[config.mk]
export PLATFORM = sky130hd
export DESIGN_NAME = round_unit_pipe_flat
export DESIGN_NICKNAME = d
export VERILOG_FILES = /design/src/rtl/round_pkg.sv /design/src/rtl/round_unit_pipe_if.sv /design/src/rtl/round_decide.sv /design/src/rtl/round_unit_pipe_chk.sv /design/src/rtl/round_unit_pipe.sv /design/src/flat_wrapper.sv
export SDC_FILE = /design/constraint.sdc
export NUM_CORES = 1
export LEC_CHECK = 0
export CAP_MARGIN = 30
export CORE_ASPECT_RATIO = 0.7
export CORE_MARGIN = 3
export CORE_UTILIZATION = 46
export CTS_CLUSTER_DIAMETER = 200
export DETAILED_ROUTE_END_ITERATION = 8
export MAX_ROUTING_LAYER = met4
export PLACE_DENSITY = 0.76
export REMOVE_ABC_BUFFERS = 1
export SLEW_MARGIN = 15
export SYNTH_ARGS = -nofsm -noshare
export SYNTH_HDL_FRONTEND = slang
export SYNTH_HIERARCHICAL = 1
export SYNTH_SLANG_ARGS = --single-unit
[constraint.sdc]
create_clock -name clk -period 1.8 [get_ports clk]
set_input_delay 0.45 -clock clk [delete_from_list [all_inputs] [get_ports clk]]
set_output_delay 0.45 -clock clk [all_outputs]
set_load 0.1 [all_outputs]
[src/rtl/round_pkg.sv]
// Shared types and helpers for the pipelined rounding unit.
package round_pkg;

    typedef enum logic [2:0] {
        RNE = 3'd0,
        RZ  = 3'd1,
        RDN = 3'd2,
        RUP = 3'd3,
        RMM = 3'd4
    } round_mode_t;

    localparam int unsigned MIN_GUARD = 2;

    // Directed modes are the only ones whose decision depends on the result sign.
    function automatic logic mode_is_directed(input logic [2:0] mode);
        logic directed;
        directed = 1'b0;
        case (mode)
            RDN, RUP: directed = 1'b1;
            default:  directed = 1'b0;
        endcase
        return directed;
    endfunction

endpackage

[src/rtl/round_unit_pipe_if.sv]
// Beat-level handshake and data bundle between the iteration engine, the rounder and the packer.
interface round_unit_pipe_if #(
    parameter int WIDTH = 28,
    parameter int GUARD = 4
) ();
    localparam int OUT_W = WIDTH - GUARD;

    logic             in_valid;
    logic             in_ready;
    logic [WIDTH-1:0] x;
    logic             sign;
    logic             rem_neg;
    logic             rem_zero;
    logic [2:0]       mode;
    logic             out_valid;
    logic             out_ready;
    logic [OUT_W-1:0] y;
    logic             inexact;
    logic             overflow;

    modport master (
        output in_valid, x, sign, rem_neg, rem_zero, mode, out_ready,
        input  in_ready, out_valid, y, inexact, overflow
    );

    modport slave (
        input  in_valid, x, sign, rem_neg, rem_zero, mode, out_ready,
        output in_ready, out_valid, y, inexact, overflow
    );

endinterface

[src/rtl/round_decide.sv]
// Combinational rounding decision: from the tail bits below the result LSB, pick increment and inexact.
module round_decide
    import round_pkg::*;
#(
    parameter int GUARD = 4
) (
    input  logic [GUARD-1:0] tail,
    input  logic             keep_lsb,
    input  logic             sign,
    input  logic             st0,
    input  logic [2:0]       mode,
    output logic             inc,
    output logic             inexact
);

    logic round_bit_s;
    logic sticky_s;

    assign round_bit_s = tail[GUARD-1];
    assign sticky_s    = (|tail[GUARD-2:0]) | st0;
    assign inexact     = round_bit_s | sticky_s;

    // Mode table; unknown codes truncate like RZ.
    always_comb begin
        inc = 1'b0;
        if (mode_is_directed(mode)) begin
            inc = (round_bit_s | sticky_s) & ((mode == RDN) ? sign : ~sign);
        end else begin
            case (mode)
                RNE:     inc = round_bit_s & (sticky_s | keep_lsb);
                RMM:     inc = round_bit_s;
                RZ:      inc = 1'b0;
                default: inc = 1'b0;
            endcase
        end
    end

endmodule

[src/rtl/round_unit_pipe_chk.sv]
// Simulation-only protocol checks for the rounding pipeline.
module round_unit_pipe_chk #(
    parameter int WIDTH = 28,
    parameter int GUARD = 4
) (
    input logic                   clk,
    input logic                   rst_n,
    input logic                   in_valid,
    input logic                   in_ready,
    input logic [WIDTH-1:0]       x,
    input logic                   rem_neg,
    input logic                   rem_zero,
    input logic                   out_valid,
    input logic                   out_ready,
    input logic [WIDTH-GUARD-1:0] y,
    input logic                   inexact,
    input logic                   overflow
);

    logic in_fire_s;

    assign in_fire_s = in_valid & in_ready;

    // A zero quotient with a negative remainder would imply a negative true value.
    a_no_zero_neg: assert property (@(posedge clk) disable iff (!rst_n)
        in_fire_s |-> !((x == {WIDTH{1'b0}}) && rem_neg && !rem_zero));

    a_out_hold: assert property (@(posedge clk) disable iff (!rst_n)
        (out_valid && !out_ready) |=> (out_valid && $stable(y) && $stable(inexact) && $stable(overflow)));

    a_ready_when_empty: assert property (@(posedge clk) disable iff (!rst_n)
        (!out_valid && out_ready) |-> in_ready);

endmodule

[src/rtl/round_unit_pipe.sv]
// Two-stage valid/ready rounding pipeline: stage 1 decides the increment, stage 2 applies it.
module round_unit_pipe
    import round_pkg::*;
#(
    parameter int WIDTH = 28,
    parameter int GUARD = 4
) (
    input logic          clk,
    input logic          rst_n,
    round_unit_pipe_if.slave bus
);

    localparam int OUT_W = WIDTH - GUARD;

    logic [WIDTH-1:0] xe_s;
    logic             st0_s;
    logic             dec_inc_s;
    logic             dec_inexact_s;
    logic             s1_adv_s;
    logic             in_ready_s;
    logic             accept_s;
    logic [OUT_W:0]   sum_s;

    logic             s1_valid_r;
    logic [OUT_W-1:0] s1_keep_r;
    logic             s1_inc_r;
    logic             s1_inexact_r;

    logic             s2_valid_r;
    logic [OUT_W-1:0] s2_y_r;
    logic             s2_inexact_r;
    logic             s2_overflow_r;

    // A negative remainder means x overshoots: step down one LSB so the tail sees the truncated value.
    assign xe_s  = (bus.rem_neg & ~bus.rem_zero) ? (bus.x - {{(WIDTH-1){1'b0}}, 1'b1}) : bus.x;
    assign st0_s = ~bus.rem_zero;

    round_decide #(
        .GUARD (GUARD)
    ) u_decide (
        .tail     (xe_s[GUARD-1:0]),
        .keep_lsb (xe_s[GUARD]),
        .sign     (bus.sign),
        .st0      (st0_s),
        .mode     (bus.mode),
        .inc      (dec_inc_s),
        .inexact  (dec_inexact_s)
    );

    assign s1_adv_s   = ~s2_valid_r | bus.out_ready;
    assign in_ready_s = ~s1_valid_r | s1_adv_s;
    assign accept_s   = bus.in_valid & in_ready_s;
    assign sum_s      = {1'b0, s1_keep_r} + {{OUT_W{1'b0}}, s1_inc_r};

    // Stage 1: capture the truncated result and the rounding decision.
    always_ff @(posedge clk or negedge rst_n) begin
        if (!rst_n) begin
            s1_valid_r   <= 1'b0;
            s1_keep_r    <= {OUT_W{1'b0}};
            s1_inc_r     <= 1'b0;
            s1_inexact_r <= 1'b0;
        end else begin
            if (in_ready_s) begin
                s1_valid_r <= bus.in_valid;
            end
            if (accept_s) begin
                s1_keep_r    <= xe_s[WIDTH-1:GUARD];
                s1_inc_r     <= dec_inc_s;
                s1_inexact_r <= dec_inexact_s;
            end
        end
    end

    // Stage 2: apply the increment; data only moves with a real beat so stalled outputs stay put.
    always_ff @(posedge clk or negedge rst_n) begin
        if (!rst_n) begin
            s2_valid_r    <= 1'b0;
            s2_y_r        <= {OUT_W{1'b0}};
            s2_inexact_r  <= 1'b0;
            s2_overflow_r <= 1'b0;
        end else begin
            if (s1_adv_s) begin
                s2_valid_r <= s1_valid_r;
            end
            if (s1_adv_s & s1_valid_r) begin
                s2_y_r        <= sum_s[OUT_W-1:0];
                s2_inexact_r  <= s1_inexact_r;
                s2_overflow_r <= sum_s[OUT_W];
            end
        end
    end

    assign bus.in_ready  = in_ready_s;
    assign bus.out_valid = s2_valid_r;
    assign bus.y         = s2_y_r;
    assign bus.inexact   = s2_inexact_r;
    assign bus.overflow  = s2_overflow_r;

    round_unit_pipe_chk #(
        .WIDTH (WIDTH),
        .GUARD (GUARD)
    ) u_chk (
        .clk       (clk),
        .rst_n     (rst_n),
        .in_valid  (bus.in_valid),
        .in_ready  (in_ready_s),
        .x         (bus.x),
        .rem_neg   (bus.rem_neg),
        .rem_zero  (bus.rem_zero),
        .out_valid (s2_valid_r),
        .out_ready (bus.out_ready),
        .y         (s2_y_r),
        .inexact   (s2_inexact_r),
        .overflow  (s2_overflow_r)
    );

endmodule

[src/flat_wrapper.sv]
// flat-port wrapper written by rule: the top's interface ports become plain ports
module round_unit_pipe_flat import round_pkg::*;
#(
    parameter int WIDTH = 28,
    parameter int GUARD = 4
)
  (clk, rst_n, bus_in_valid, bus_x, bus_sign, bus_rem_neg, bus_rem_zero, bus_mode, bus_out_ready, bus_in_ready, bus_out_valid, bus_y, bus_inexact, bus_overflow);
  round_unit_pipe_if #(.WIDTH(WIDTH), .GUARD(GUARD)) bus_i ();
  input logic clk;
  input logic rst_n;
  input wire logic [$bits(bus_i.in_valid)-1:0] bus_in_valid;
  input wire logic [$bits(bus_i.x)-1:0] bus_x;
  input wire logic [$bits(bus_i.sign)-1:0] bus_sign;
  input wire logic [$bits(bus_i.rem_neg)-1:0] bus_rem_neg;
  input wire logic [$bits(bus_i.rem_zero)-1:0] bus_rem_zero;
  input wire logic [$bits(bus_i.mode)-1:0] bus_mode;
  input wire logic [$bits(bus_i.out_ready)-1:0] bus_out_ready;
  output wire logic [$bits(bus_i.in_ready)-1:0] bus_in_ready;
  output wire logic [$bits(bus_i.out_valid)-1:0] bus_out_valid;
  output wire logic [$bits(bus_i.y)-1:0] bus_y;
  output wire logic [$bits(bus_i.inexact)-1:0] bus_inexact;
  output wire logic [$bits(bus_i.overflow)-1:0] bus_overflow;
  assign bus_i.in_valid = bus_in_valid;
  assign bus_i.x = bus_x;
  assign bus_i.sign = bus_sign;
  assign bus_i.rem_neg = bus_rem_neg;
  assign bus_i.rem_zero = bus_rem_zero;
  assign bus_i.mode = bus_mode;
  assign bus_i.out_ready = bus_out_ready;
  assign bus_in_ready = bus_i.in_ready;
  assign bus_out_valid = bus_i.out_valid;
  assign bus_y = bus_i.y;
  assign bus_inexact = bus_i.inexact;
  assign bus_overflow = bus_i.overflow;
  round_unit_pipe #(.WIDTH(WIDTH), .GUARD(GUARD)) u_core (.clk(clk), .rst_n(rst_n), .bus(bus_i));
endmodule
# Word level (Yosys, flattened, before mapping)
# Index checks and enable logic that the tools add are counted.
# Widths: inputs -> output; s select.
# totals
in_bits	38
reg_bits	54
out_inout_bits	28
wordCells	35
# classes
bitwise	14
addsub	2
mux	5
eq_ne	3
reduce_logical	3
# ops
cell	n
$mux 28	1
$sub 28x1->28 const B	1
$add 24x1->25	1
$eq 3x2->1 const B	2
$and 1x1->1	5
$or 1x1->1	5
$not 1->1	4
$eq 3x3->1 const B	1
$logic_not 3->1	1
$mux 1	3
$reduce_or 3->1	1
$pmux 1 s2	1
$reduce_or 2->1	1

# Depth between registers and ports, before layout
# Gate-level depths: netlist (run 1).
# depth
depth_word	9
ltp_mapped	9
ltp_nobuf	9

# Cells and area by module
# Netlist (run 1), hierarchy kept.
# modules_own_cells
module	cells_per_inst	area_each_um2	seq_area_each_um2	n_inst
round_unit_pipe	346	3019.1	1351.3	1
round_decide	9	61.3	0.0	1

# Worst setup path after synthesis (run 1)
# OpenSTA, ideal clock, no wires.
# synth_timing
kind	register -> register
from	reg u_core.s2_valid_r, in the netlist u_core/bus.out_valid
to	reg u_core.s1_keep_r[21]
stages_incl_launch_ff	7
setup_time_ns	0.141
synth_period_minus_slack_ns	3.082
path_buffers	2
path_slack_ns	-1.282
required_time_ns	1.659
arrival_time_ns	2.941
path_cell_list	dfrtp_1 -> nand3b_1 -> and2_1 -> clkbuf_1 -> clkbuf_1 -> nor2_1 -> a31oi_1
# synth_between
elab_chain_cells	4
# synth_rtl
item	line	text
start, declared	round_unit_pipe.sv:29	logic s2_valid_r;
start signal, assigned	round_unit_pipe.sv:83	s2_valid_r <= s1_valid_r;
$not 1->1	round_unit_pipe.sv:50	assign s1_adv_s = ~s2_valid_r | bus.out_ready;
$or 1x1->1	round_unit_pipe.sv:50	
$or 1x1->1	round_unit_pipe.sv:51	assign in_ready_s = ~s1_valid_r | s1_adv_s;
net bus_in_ready	flat_wrapper.sv:18	output wire logic [$bits(bus_i.in_ready)-1:0] bus_in_ready;
$and 1x1->1	round_unit_pipe.sv:52	assign accept_s = bus.in_valid & in_ready_s;
end signal, assigned	round_unit_pipe.sv:59	s1_keep_r <= {OUT_W{1'b0}};
end signal, assigned	round_unit_pipe.sv:67	s1_keep_r <= xe_s[WIDTH-1:GUARD];
end, declared	round_unit_pipe.sv:25	logic [OUT_W-1:0] s1_keep_r;
# The timed path passes the listed nets, and every way through them passes these cells.
# A chain may end at the register's enable or synchronous reset.

# Worst setup path in the final report (run 1)
# layout_timing
from	in bus_x[8]
to	reg u_core.s1_keep_r[22]
# layout_between
elab_chain_cells	2
# layout_rtl
item	line	text
start, declared	flat_wrapper.sv:12	input wire logic [$bits(bus_i.x)-1:0] bus_x;
$sub 28x1->28	round_unit_pipe.sv:35	assign xe_s = (bus.rem_neg & ~bus.rem_zero) ? (bus.x - {{(WIDTH-1){1'b0}}, 1'b1}) : bus.x;
$mux 28	round_unit_pipe.sv:35	
# No other way between the ends.

==> results of run 1 <==
-- logic make-up (layout without fill, tap and decap cells) --
logic type / after synthesis / in the layout
multiplexers: 1 / 1
XOR/XNOR: 24 / 24
adder cells (fa/ha/maj): 3 / 3
AND/OR/NAND/NOR: 166 / 166
buffers and inverters: 31 / 177
flip-flops: 54 / 54
AO/OA/AOI/OAI: 76 / 76
-- synth_stat cells, types with 2 or more instances --
library cell / count / share of area [%]
nand4_1: 7 / 1.4
ha_1: 3 / 1.2
nor4_1: 9 / 1.8
or4_1: 21 / 5.1
dfrtp_1: 54 / 44
o31ai_1: 13 / 3.2
a31oi_1: 26 / 5.3
or4b_1: 4 / 1.3
or3_1: 21 / 4.3
or2_2: 2 / 0.41
nor3_1: 4 / 0.65
o21ai_0: 30 / 4.9
nand2b_1: 4 / 0.81
inv_1: 9 / 1.1
o41ai_1: 3 / 0.85
nand3_1: 8 / 1.3
xor2_1: 7 / 2.0
nor2_1: 34 / 4.1
buf_2: 3 / 0.49
clkbuf_1: 19 / 2.3
and2_1: 2 / 0.41
nand2_1: 45 / 5.5
xnor2_1: 17 / 4.8
-- power breakdown --
part	internal (mW)	switching, mW
sequential	1.41	0.251
combinational	0.881	1.49
clock	0.311	0.401
total	2.60	2.14
-- stage by stage --
| stage | std cells | setup slack [ps] | instance area [sq um] | setup TNS, ps | power (mW) |
|---|---|---|---|---|---|
| final | 592 | -540 | 5290 | -10000 | 4.74 |
| after global routing | 592 | -543 | 5290 | -10810 | 4.88 |
| after global placement | 559 | -1130 | 4610 | -23500 | 3.79 |
| after floorplan | 333 | -1430 | 2990 | -36440 | 2.81 |
| after detailed placement | 559 | -1200 | 4610 | -25260 | 3.85 |
| after CTS | 590 | -447 | 5020 | -6840 | 4.57 |
-- critical path, delay by kind of cell --
family	cells	cell delay, ps
compound gates	1	200
simple gates	3	1500
buf+inv	3	420
-- cell type report --
type                    count  area [sq um]
multi-input cells         270          1930
repair buffers            160          1760
flip-flops and latches     54          1350
fillers                   339          1080
well taps                  91           114
clock buffers               7          86.3
inverters                   9          38.8
clock inverters             1          5.00
-- flip-flops by register name, summed over array words and instances, names as in the netlist --
signal,flops
u_core/bus.inexact,1
u_core/bus.out_valid,1
u_core/bus.overflow,1
u_core/bus.y,24
u_core/s1_inc_r,1
u_core/s1_inexact_r,1
u_core/s1_keep_r,24
u_core/s1_valid_r,1
-- cell usage in the layout, fill, tap and decap left out, drive strengths merged, types with 9 or more instances in the layout --
cell           synthesis  routed
a31oi                 26      26
nand2                 45      45
o21ai                 30      30
or3                   21      21
inv                    9       9
xnor2                 17      17
buf                    3     137
o31ai                 14      14
dfrtp                 54      54
or4                   22      22
nor4                   9       9
clkdlybuf4s50          0      17
nor2                  34      34
-- worst max path at each step --
stage                                       to  slack [ps]  depth (start not counted)
after floorplan            u_core/s1_keep_r[0]       -1430                          3
after global placement    u_core/s1_keep_r[18]       -1130                          6
after detailed placement  u_core/s1_keep_r[20]       -1200                          6
after CTS                 u_core/s1_keep_r[10]        -450                          8
after global routing      u_core/s1_keep_r[10]        -540                          7
final                     u_core/s1_keep_r[22]        -540                          7
-- routing by layer --
metal / GRT usage [%] / wire (microns)
met5: - / 0
met4: 7.96 / 671
met3: 4.51 / 1270
met2: 40.7 / 5990
met1: 31.5 / 4560
-- what timing repair did --
action                                  in CTS  in global routing
pin swaps                                   42                 20
gates cloned                                 3                  0
buffers inserted                            20                  4
gates resized for setup                    111                 52
endpoints found under the setup margin      39                 40
==> metrics.md, run 1 <==
| Metric | Value |
|---|---|
| IO Count | 66 |
| Sink Count | 54 |
| Port bufs | between 60 and 70 |
| Setup WS post-layout | -540 ps |
| Final nets | 541 |
| Crit path top cell by count | or4_4 |
| Number of buffers created by CTS | 5 |
| Achievable frequency | around 430 MHz |
| Worst Max-Slew Pin Slew | 350 ps |
| Max-Cap Viols | 0 |
| Failing checks | setup timing |
| CP Cell Sequence | buf_2 -> or4_4 -> buf_6 -> or4_4 -> buf_12 -> or4b_1 -> a31oi_1 |
| Synth Area in XOR/XNOR | 6.82% |
| CP Class | in2reg |
| Die ar. | between 7000 and 8000 sq um |
| Synth warn | 6 |
| Total GRT Usage | 24.7% |
| Share of layout cells above drive strength 1 | approximately two fifths |
| Die Y | 74.5 microns |
| Flops & latches, synth | 54 |
| CTS Hold Buffers Added | 0 |
| Pwr/cell area | 897 nW/um^2 |
| Endpoints failing hold | 0 |
| Maximum vdd drop | between 500 and 600 uV |
| Sequential fraction of the synthesis area | between 40% and 50% |
| TritonRoute pass-1 iters | 5 |
| Syn avg cell area | ~8.7 sq um |
| Reg clk slew, reported paths | 100 ps |
| Status | finished, violations left |
| Gr ovfl total | 0 |
| H-tree level count | 2 |
| Startpoint types | primary input |
| Final RePlAce weighted congestion | 0.832 |
| Initial Util | roughly 48% |
| First-pass GRT wire length | 14.9 mm |
| Syn Inst Count | 355 |
| Area Growth Syn to Fin | 71.6% |
| DR vias | between 3000 and 4000 |
| CP Data Required Time | 2030 ps |
| Post-synth EDFFs | 0 |
| Total Wirelength | approximately 12 mm |
| Vias in the first global route | a little over 3000 |
| Compound-Gate Fraction of Synth Area | around 15% |
| Detail Placement HPWL | around 6.2 mm |
| Die X-Extent | between 100 and 150 microns |
| Worst hold margin | around 97 ps |
| Final Util | 83.0% |
| Worst-skew pair later-pin latency | about 320 ps |
| FF-to-FF path depth | 7 |
| # setup viols final | 35 |
| Clock root buffer | clkbuf_8 |
| CTS tree | built |
| Critical path's largest stage delay | 540 ps |
| Max-slew violations | 0 |
| CP endpoint kind | register |
| Core Footprint | 6370 sq um |
| Post-synth ARST share | 100% |
| Row cnt | 24 |
| Critical Path Fanout Max | 5 |
| RSZ-0062 raised after global routing | yes |
| Post-Syn Area | between 3000 and 4000 sq um |
| Tcrit/Tclk final | 130% |
| Initial DRC Count | just over 500 |
| R2r setup slk | -330 ps |
| Hold WC Path Type | in2async |
| Minimum clock period | between 2000 and 2500 ps |
| Setup crit start | bus_x[8] |
| Vias per cell | 6.32 |
| Synth cell types | 33 |
| Slew margin rel. | 76.4% |
| Leakage | 2.17 nW |
| Largest family of logic cells by synthesized area | simple AND/OR/NAND/NOR gates |
| Initial antenna violation count | 0 |
| Largest net degree at the start of global routing | 55 |
| Routed wire per std cell | 21.1 microns |
| Slowest cell on crit path | or4_4 |
| FF-to-FF Start | u_core/s1_keep_r[0] |
| Post-synthesis adder-cell area fraction | roughly 1.2% |
| Antenna Cells | 0 |
| Worst Path Arrival | 2570 ps |
| Top_reg_cell synth | dfrtp_1 |
| Max Clock Skew | 11.6 ps |
| Mux cell area share after synthesis | 0.366% |
| Post-synthesis simple-gate area fraction | about 29% |
| Clk buf depth | 2 |
| Post-route ant nets | 0 |
| # DRC | 0 |
| Reg-to-Reg End | u_core/bus.y[20] |
No activity file was read; power rests on OpenSTA's default activity.
==> inputs of run 2 (changes only) <==
RECOVER_POWER = 25   (was unset)
==> run 2 against run 1 <==
  * The run still ends with setup timing left
  * Cell count stayed put
  * Combinational power about the same
  * Power about the same
  * Clock power is 0.8% higher
  * Die area unchanged
  * Non-clock buffer count stayed put
  * Critical path depth stayed put
  * Global-route usage did not move
  * Critical path type unchanged
  * Clock skew grew 0.62 ps
==> metrics.md, run 2 (same netlist as run 1, synthesis figures left out) <==
| Metric | Value |
|---|---|
| Worst Max-Slew Pin Slew | 1310 ps (+956 ps) |
| Placed Area | 4610 sq um (unchanged) |
| Detail Placement HPWL | 6.22 mm (unchanged) |
| Area Growth Syn to Fin | 71.1% |
| First-pass GRT wire length | 14.9 mm (unchanged) |
| Post-route ant nets | 0 (unchanged) |
| Row cnt | 24 (unchanged) |
| Pwr/cell area | 900 nW/um^2 (+0.30%) |
| Sink Count | 54 (unchanged) |
| Register area | 1350 sq um (unchanged) |
| Routed wire per std cell | 21.1 microns (+0.11%) |
| Vias per cell | 6.29 (-0.43%) |
| Status | finished, violations left |
| Commonest non-fill, non-tap cell in the layout | buf_4 |
| CP endpoint kind | register |
| Max Clock Skew | 12.2 ps (+0.620 ps) |
| Worst-skew pair later-pin latency | 320 ps (about the same) |
| Leakage | 2.16 nW (-0.24%) |
| Die X-Extent | 104 microns (unchanged) |
| Final RePlAce weighted congestion | 0.832 (unchanged) |
| Port bufs | 65 (unchanged) |
| Clk buf depth | 2 (unchanged) |
| Core Footprint | 6370 sq um (unchanged) |
| Max-Cap Viols | 0 (unchanged) |
| Initial antenna violation count | 0 (unchanged) |
| TritonRoute pass-1 iters | 7 (+2) |
| CP Data Required Time | 2040 ps (about the same) |
| Total Wirelength | 12.5 mm (+0.11%) |
| Gr ovfl total | 0 (unchanged) |
| Share of layout cells above drive strength 1 | 39.7% (unchanged) |
| DR vias | 3726 (-0.43%) |
| CTS tree | built |
| Die Y | 74.5 microns (unchanged) |
| Final Util | 82.8% (-0.24 points) |
| CP Class | in2reg |
| Tcrit/Tclk final | 130% (-0.38 points) |
| Slew margin rel. | 12.9% (-64 points) |
| Worst hold margin | 483 ps (+386 ps) |
| Clock share of power | 15.1% (about the same) |
| FF-to-FF Start | u_core/s1_keep_r[0] |
| Hold WC Path Type | in2async |
| Worst Path Arrival | 2570 ps (about the same) |
| Failing checks | setup timing |
| # setup viols final | 35 (unchanged) |
| Reg-to-Reg End | u_core/bus.y[20] |
| Maximum vdd drop | 500 uV (about the same) |
| Multi-input logic area | 1930 sq um (unchanged) |
| Setup WS post-layout | -534 ps (+6.79 ps) |
| Share of power burned in registers | 35.0% (about the same) |
| Achievable frequency | 429 MHz (+0.29%) |
| Power share of the combinational group | 49.8% (about the same) |
| Total GRT Usage | 24.7% (unchanged) |
| Net Sw Frac | 45.2% (+0.087 points) |
| Largest net degree at the start of global routing | 55 (unchanged) |
| R2r setup slk | -330 ps (about the same) |
| Clock root buffer | clkbuf_8 |
| Reg clk slew, reported paths | 100 ps (about the same) |
| RSZ-0062 raised after global routing | yes |
| Minimum clock period | 2330 ps (-6.79 ps) |
| Initial DRC Count | 511 (unchanged) |
| Final nets | 541 (unchanged) |
| Net Switching | 2.14 mW (+0.21%) |
| Pint | 2.60 mW (-0.14%) |
| Vias in the first global route | 3092 (unchanged) |
| Die ar. | 7730 sq um (unchanged) |
| Antenna Cells | 0 (unchanged) |
| Endpoints failing hold | 0 (unchanged) |
| Startpoint types | primary input |
| Fillers | 340 (+0.29%) |
| Initial Util | 48.4% (unchanged) |
| FF-to-FF path depth | 7 (unchanged) |
| H-tree level count | 2 (unchanged) |
| Most frequent cells in the layout | buf_4, dfrtp_1, nand2_1 |
| Critical Path Fanout Max | 5 (unchanged) |
| Max-slew violations | 0 (unchanged) |
| # DRC | 0 (unchanged) |
| Number of buffers created by CTS | 5 (unchanged) |
| Post-route cell area | 5270 sq um (-0.28%) |
| CTS Hold Buffers Added | 0 (unchanged) |
| IO Count | 66 (unchanged) |
-- run 2: how the worst max path moves through the flow --
stage / startpoint / endpoint / slack [ps]
CTS: bus_x[1] / u_core/s1_keep_r[10] / -450
floorplan: u_core/bus.out_valid / u_core/s1_keep_r[0] / -1430
detailed placement: bus_x[8] / u_core/s1_keep_r[20] / -1200
finish: bus_x[8] / u_core/s1_keep_r[22] / -530
global route: bus_x[8] / u_core/s1_keep_r[10] / -540
global placement: bus_x[8] / u_core/s1_keep_r[18] / -1130
-- run 2: critical path: stages --
cell and delay [ps]:
buf_2 120, or4_4 540, buf_6 140, or4_4 450
buf_12 160, or4b_1 510, a31oi_1 190
-- run 2: repair_timing --
action / in CTS / in global routing
pin swaps: 42 / 20
cloned: 3 / 0
buffers inserted: 20 / 4
resized for setup: 111 / 52
setup endpoints to repair: 39 / 40
-- run 2: final cells by class --
class | count | share of cell area, %
timing repair buffer | 160 | 33.1
inverter | 9 | 0.736
sequential | 54 | 25.6
clock inverter | 1 | 0.0950
tap | 91 | 2.16
clock buffer | 7 | 1.64
multi-input combinational | 270 | 36.6
-- run 2: metal layers --
layer / routed length, microns / part of all wire (%) / global-route usage, % / vias up
met3: 1280 / 10 / 4.51 / 75
met1: 4570 / 37 / 31.5 / 1752
met4: 622 / 5.0 / 7.96 / 0
met5: 0 / 0 / - / -
met2: 6030 / 48 / 40.7 / 307
li1: - / - / - / 1592
-- run 2: stage by stage --
step / power (mW) / setup TNS (ps) / instances / worst slack [ps]
5_1_grt: 4.87 / -10810 / 592 / -543
4_1_cts: 4.57 / -6840 / 590 / -447
3_3_place_gp: 3.79 / -23500 / 559 / -1130
6_report: 4.74 / -9910 / 592 / -534
2_1_floorplan: 2.81 / -36440 / 333 / -1430
3_5_place_dp: 3.85 / -25260 / 559 / -1200
-- run 2: power by group through the flow --
| stage | sequential [mW] | clock [mW] | combinational, mW |
|---|---|---|---|
| floorplan | 2.46 | 0 | 0.350 |
| global placement | 1.63 | 0 | 2.16 |
| detailed placement | 1.65 | 0 | 2.20 |
| CTS | 1.63 | 0.705 | 2.23 |
| global route | 1.68 | 0.763 | 2.43 |
| finish | 1.66 | 0.718 | 2.36 |
==> inputs of run 3 (changes only) <==
ABC_AREA = 1   (was unset)
CORE_UTILIZATION = 38   (was 46)
PLACE_DENSITY = unset   (was 0.76)
RECOVER_POWER = 50   (was 25)
==> run 3 against run 2 <==
  * Hold slack lost 53 ps
  * Combinational power is 17% higher
  * Sequential share of layout area rose by 0.95 points
  * Clock-buffer cell count shrank 1
  * Maximum frequency up 35%
  * Synthesized cell count up 41%
  * Power up 15%
  * Highest routed layer unchanged
  * Largest cell class unchanged
  * Utilization fell by 24 points
  * Die area is 34% higher
  * Critical path depth up 2
  * Critical endpoint is now u_core/s1_keep_r[23]
  * Global-route usage down 3.5 points
  * The flow now finishes without violations
  * Via count down 2.0%
==> metrics.md, run 3 <==
| Metric | Value |
|---|---|
| Startpoint types | primary input |
| CTS Hold Buffers Added | 0 (unchanged) |
| Core Footprint | 8690 sq um (+36%) |
| CP Data Required Time | 1980 ps (-60 ps) |
| Vias in the first global route | 3550 (+15%) |
| Crit. path cell count | 9 (+2) |
| Synth cell types | 28 (-15%) |
| Post-route ant nets | 0 (unchanged) |
| Status | complete, no violations |
| CP endpoint kind | register |
| Die Y | 86.1 microns (+16%) |
| Endpoints failing hold | 0 (unchanged) |
| Largest net degree at the start of global routing | 32 (-42%) |
| IO Count | 66 (unchanged) |
| Port bufs | 65 (unchanged) |
| FF-to-FF Start | u_core/s1_inc_r |
| Final RePlAce weighted congestion | 0.954 (+15%) |
| Top_reg_cell synth | dfrtp_1 |
| Syn Inst Count | 502 (+41%) |
| Gr ovfl total | 0 (unchanged) |
| Setup WS post-layout | 76.6 ps (+610 ps) |
| Reg-to-Reg End | u_core/bus.y[14] |
| Post-synth top area share | 38.8% (-5.0 points) |
| Max Clock Skew | 5.07 ps (-7.17 ps) |
| Hold WC Path Type | in2async |
| # setup viols final | 0 (-100%) |
| Total GRT Usage | 21.2% (-3.5 points) |
| Post-synth ARST share | 100% (unchanged) |
| # DRC | 0 (unchanged) |
| Area Growth Syn to Fin | 46.0% |
| Achievable frequency | 580 MHz (+35%) |
| Top cells by area, synth | dfrtp_1, nand2_1, nand3_1, nor2_1, inv_1 |
| RSZ-0062 raised after global routing | yes |
| Worst slack, placed | -277 ps (+923 ps) |
| Initial DRC Count | 265 (-48%) |
| Total Wirelength | 10.4 mm (-17%) |
| Crit path max-delay family | simple AND/OR/NAND/NOR gates |
| Top-count cell post-synth | nand2_1 |
| CP Cell Sequence | clkdlybuf4s50_1 -> nor2_2 -> buf_4 -> nand2_1 -> nor2_1 -> and2_1 -> nand3_1 -> nand3_1 -> nand2_1 |
| Worst-skew pair later-pin latency | 290 ps (-30 ps) |
| Number of buffers created by CTS | 5 (unchanged) |
| Worst hold margin | 430 ps (-52.7 ps) |
| Pint | 2.83 mW (+8.9%) |
| Setup TNS | 0 ps (+9910 ps) |
| CP Class | in2reg |
| Share of layout cells above drive strength 1 | 23.1% (-17 points) |
| Clk buf depth | 2 (unchanged) |
| DR vias | 3653 (-2.0%) |
| Clock root buffer | clkbuf_16 |
| R2r setup slk | 160 ps (+490 ps) |
| Syn avg cell area | 6.93 sq um (-20%) |
| CTS tree | built |
| Clock share of power | 17.3% (+2.2 points) |
| Most frequent cells in the layout | nand2_1, buf_4, nor2_1 |
| Row cnt | 28 (+17%) |
| Flops & latches, synth | 54 (unchanged) |
| Die X-Extent | 120 microns (+16%) |
| Antenna Cells | 0 (unchanged) |
| Vias per cell | 4.86 (-23%) |
| Worst Max-Slew Pin Slew | 1310 ps (+4.05 ps) |
| Die ar. | 10400 sq um (+34%) |
| Max-slew violations | 0 (unchanged) |
| Max-Cap Viols | 0 (unchanged) |
| Initial Util | 40.1% (-8.3 points) |
| Maximum vdd drop | 989 uV (+98%) |
| Commonest non-fill, non-tap cell in the layout | nand2_1 |
| Sequential fraction of the synthesis area | 38.8% (-5.0 points) |
| Fillers | 846 (+150%) |
| Sink Count | 54 (unchanged) |
| Power share of the combinational group | 50.6% (+0.8 points) |
| Critical Path Fanout Max | 3 (-2) |
| Reg clk slew, reported paths | 70 ps (-30 ps) |
| FF-to-FF path depth | 11 (+4) |
| Initial antenna violation count | 0 (unchanged) |
| Slew margin rel. | 12.6% (-0.27 points) |
| Detail Placement HPWL | 8.39 mm (+35%) |
| Share of power burned in registers | 32.1% (-2.9 points) |
| Net Switching | 2.62 mW (+22%) |
| Slowest cell on crit path | clkdlybuf4s50_1 |
| Post-synth EDFFs | 0 (unchanged) |
| Routed wire per std cell | 13.9 microns (-34%) |
| Final nets | 672 (+24%) |
| H-tree level count | 2 (unchanged) |
| WP buf/inv | 2 (-1) |
| Post-Syn Area | 3480 sq um (+13%) |
| Tcrit/Tclk final | 95.7% (-34 points) |
| TritonRoute pass-1 iters | 5 (-2) |
| Pwr/cell area | 1070 nW/um^2 (+19%) |
| Critical path's largest stage delay | 480 ps (-60 ps) |
| Synth warn | 6 (unchanged) |
| Largest area contributor in the synthesized netlist | dfrtp_1 |
| First-pass GRT wire length | 17.2 mm (+15%) |
| Net Sw Frac | 48.0% (+2.9 points) |
| Worst Path Arrival | 1900 ps (-670 ps) |
| Commonest cells in the netlist | nand2_1, nor2_1, dfrtp_1, nand3_1, inv_1 |
| Minimum clock period | 1720 ps (-610 ps) |
| Leakage | 2.36 nW (+9.2%) |
[run 3: worst max-delay path by stage]
stage	start	end
finish	bus_x[12]	u_core/s1_keep_r[23]
global route	bus_x[3]	u_core/s1_keep_r[9]
floorplan	u_core/bus.out_valid	u_core/s1_keep_r[11]
detailed placement	bus_x[12]	u_core/s1_keep_r[23]
global placement	bus_x[12]	u_core/s1_keep_r[23]
CTS	bus_out_ready	bus_in_ready
[run 3: cell type report]
type | instances | area (sq um) | share of cell area (%)
clock buffers | 6 | 129 | 2.54
clock inverters | 2 | 13.8 | 0.271
inverters | 44 | 165 | 3.25
multi-input cells | 394 | 1980 | 38.9
flip-flops and latches | 54 | 1350 | 26.6
well taps | 120 | 150 | 2.95
repair buffers | 132 | 1300 | 25.5
[run 3: what timing repair did]
action                     4_1_cts  5_1_grt
gates resized for setup          1       18
pin swaps                        0        5
gates cloned                     0        0
buffers inserted                 0        4
setup endpoints to repair        1       16
[run 3: metrics by stage]
stage / total power [mW] / cells / utilization, % / cell area (sq um)
final: 5.45 / 752 / 58.5 / 5080
after global routing: 5.73 / 752 / 58.5 / 5080
after CTS: 5.81 / 749 / 59.7 / 5190
after detailed placement: 4.84 / 741 / 58.1 / 5040
after floorplan: 3.48 / 492 / - / 3440
after global placement: 4.82 / 741 / 58.1 / 5040
[run 3: kinds of logic (layout without fill, tap and decap cells)]
logic type | after synthesis | after routing | synth area share [%]
simple gates | 328 | 328 | 42.1
flops | 54 | 54 | 38.8
xor+xnor | 20 | 20 | 5.03
compound gates | 43 | 43 | 7.01
fa+ha+maj | 3 | 3 | 1.08
buf+inv | 54 | 184 | 6.00
[run 3: worst reg2reg max path, delay by kind of cell, from the launching register on]
kind | cells | cell delay, ps
and+or+nand+nor | 7 | 600
adders and majority gates | 2 | 390
DFF | 1 | 360
buffers and inverters | 2 | 180
[run 3: metal layers]
metal  wire length [microns]  track usage, %  up-vias
li1                        -               -     1864
met1                    5370            30.7     1698
met2                    4570            32.4       85
met3                     430            3.16        6
met4                      69            2.98        0
met5                       0               -        -
[run 3: power by group through the flow]
stage          sequential [mW]  clock (mW)  combinational (mW)
2_1_floorplan             2.98           0               0.501
3_3_place_gp              1.81           0                3.01
3_5_place_dp              1.81           0                3.03
4_1_cts                   1.80       0.979                3.03
5_1_grt                   1.79        1.03                2.91
6_report                  1.75       0.942                2.76
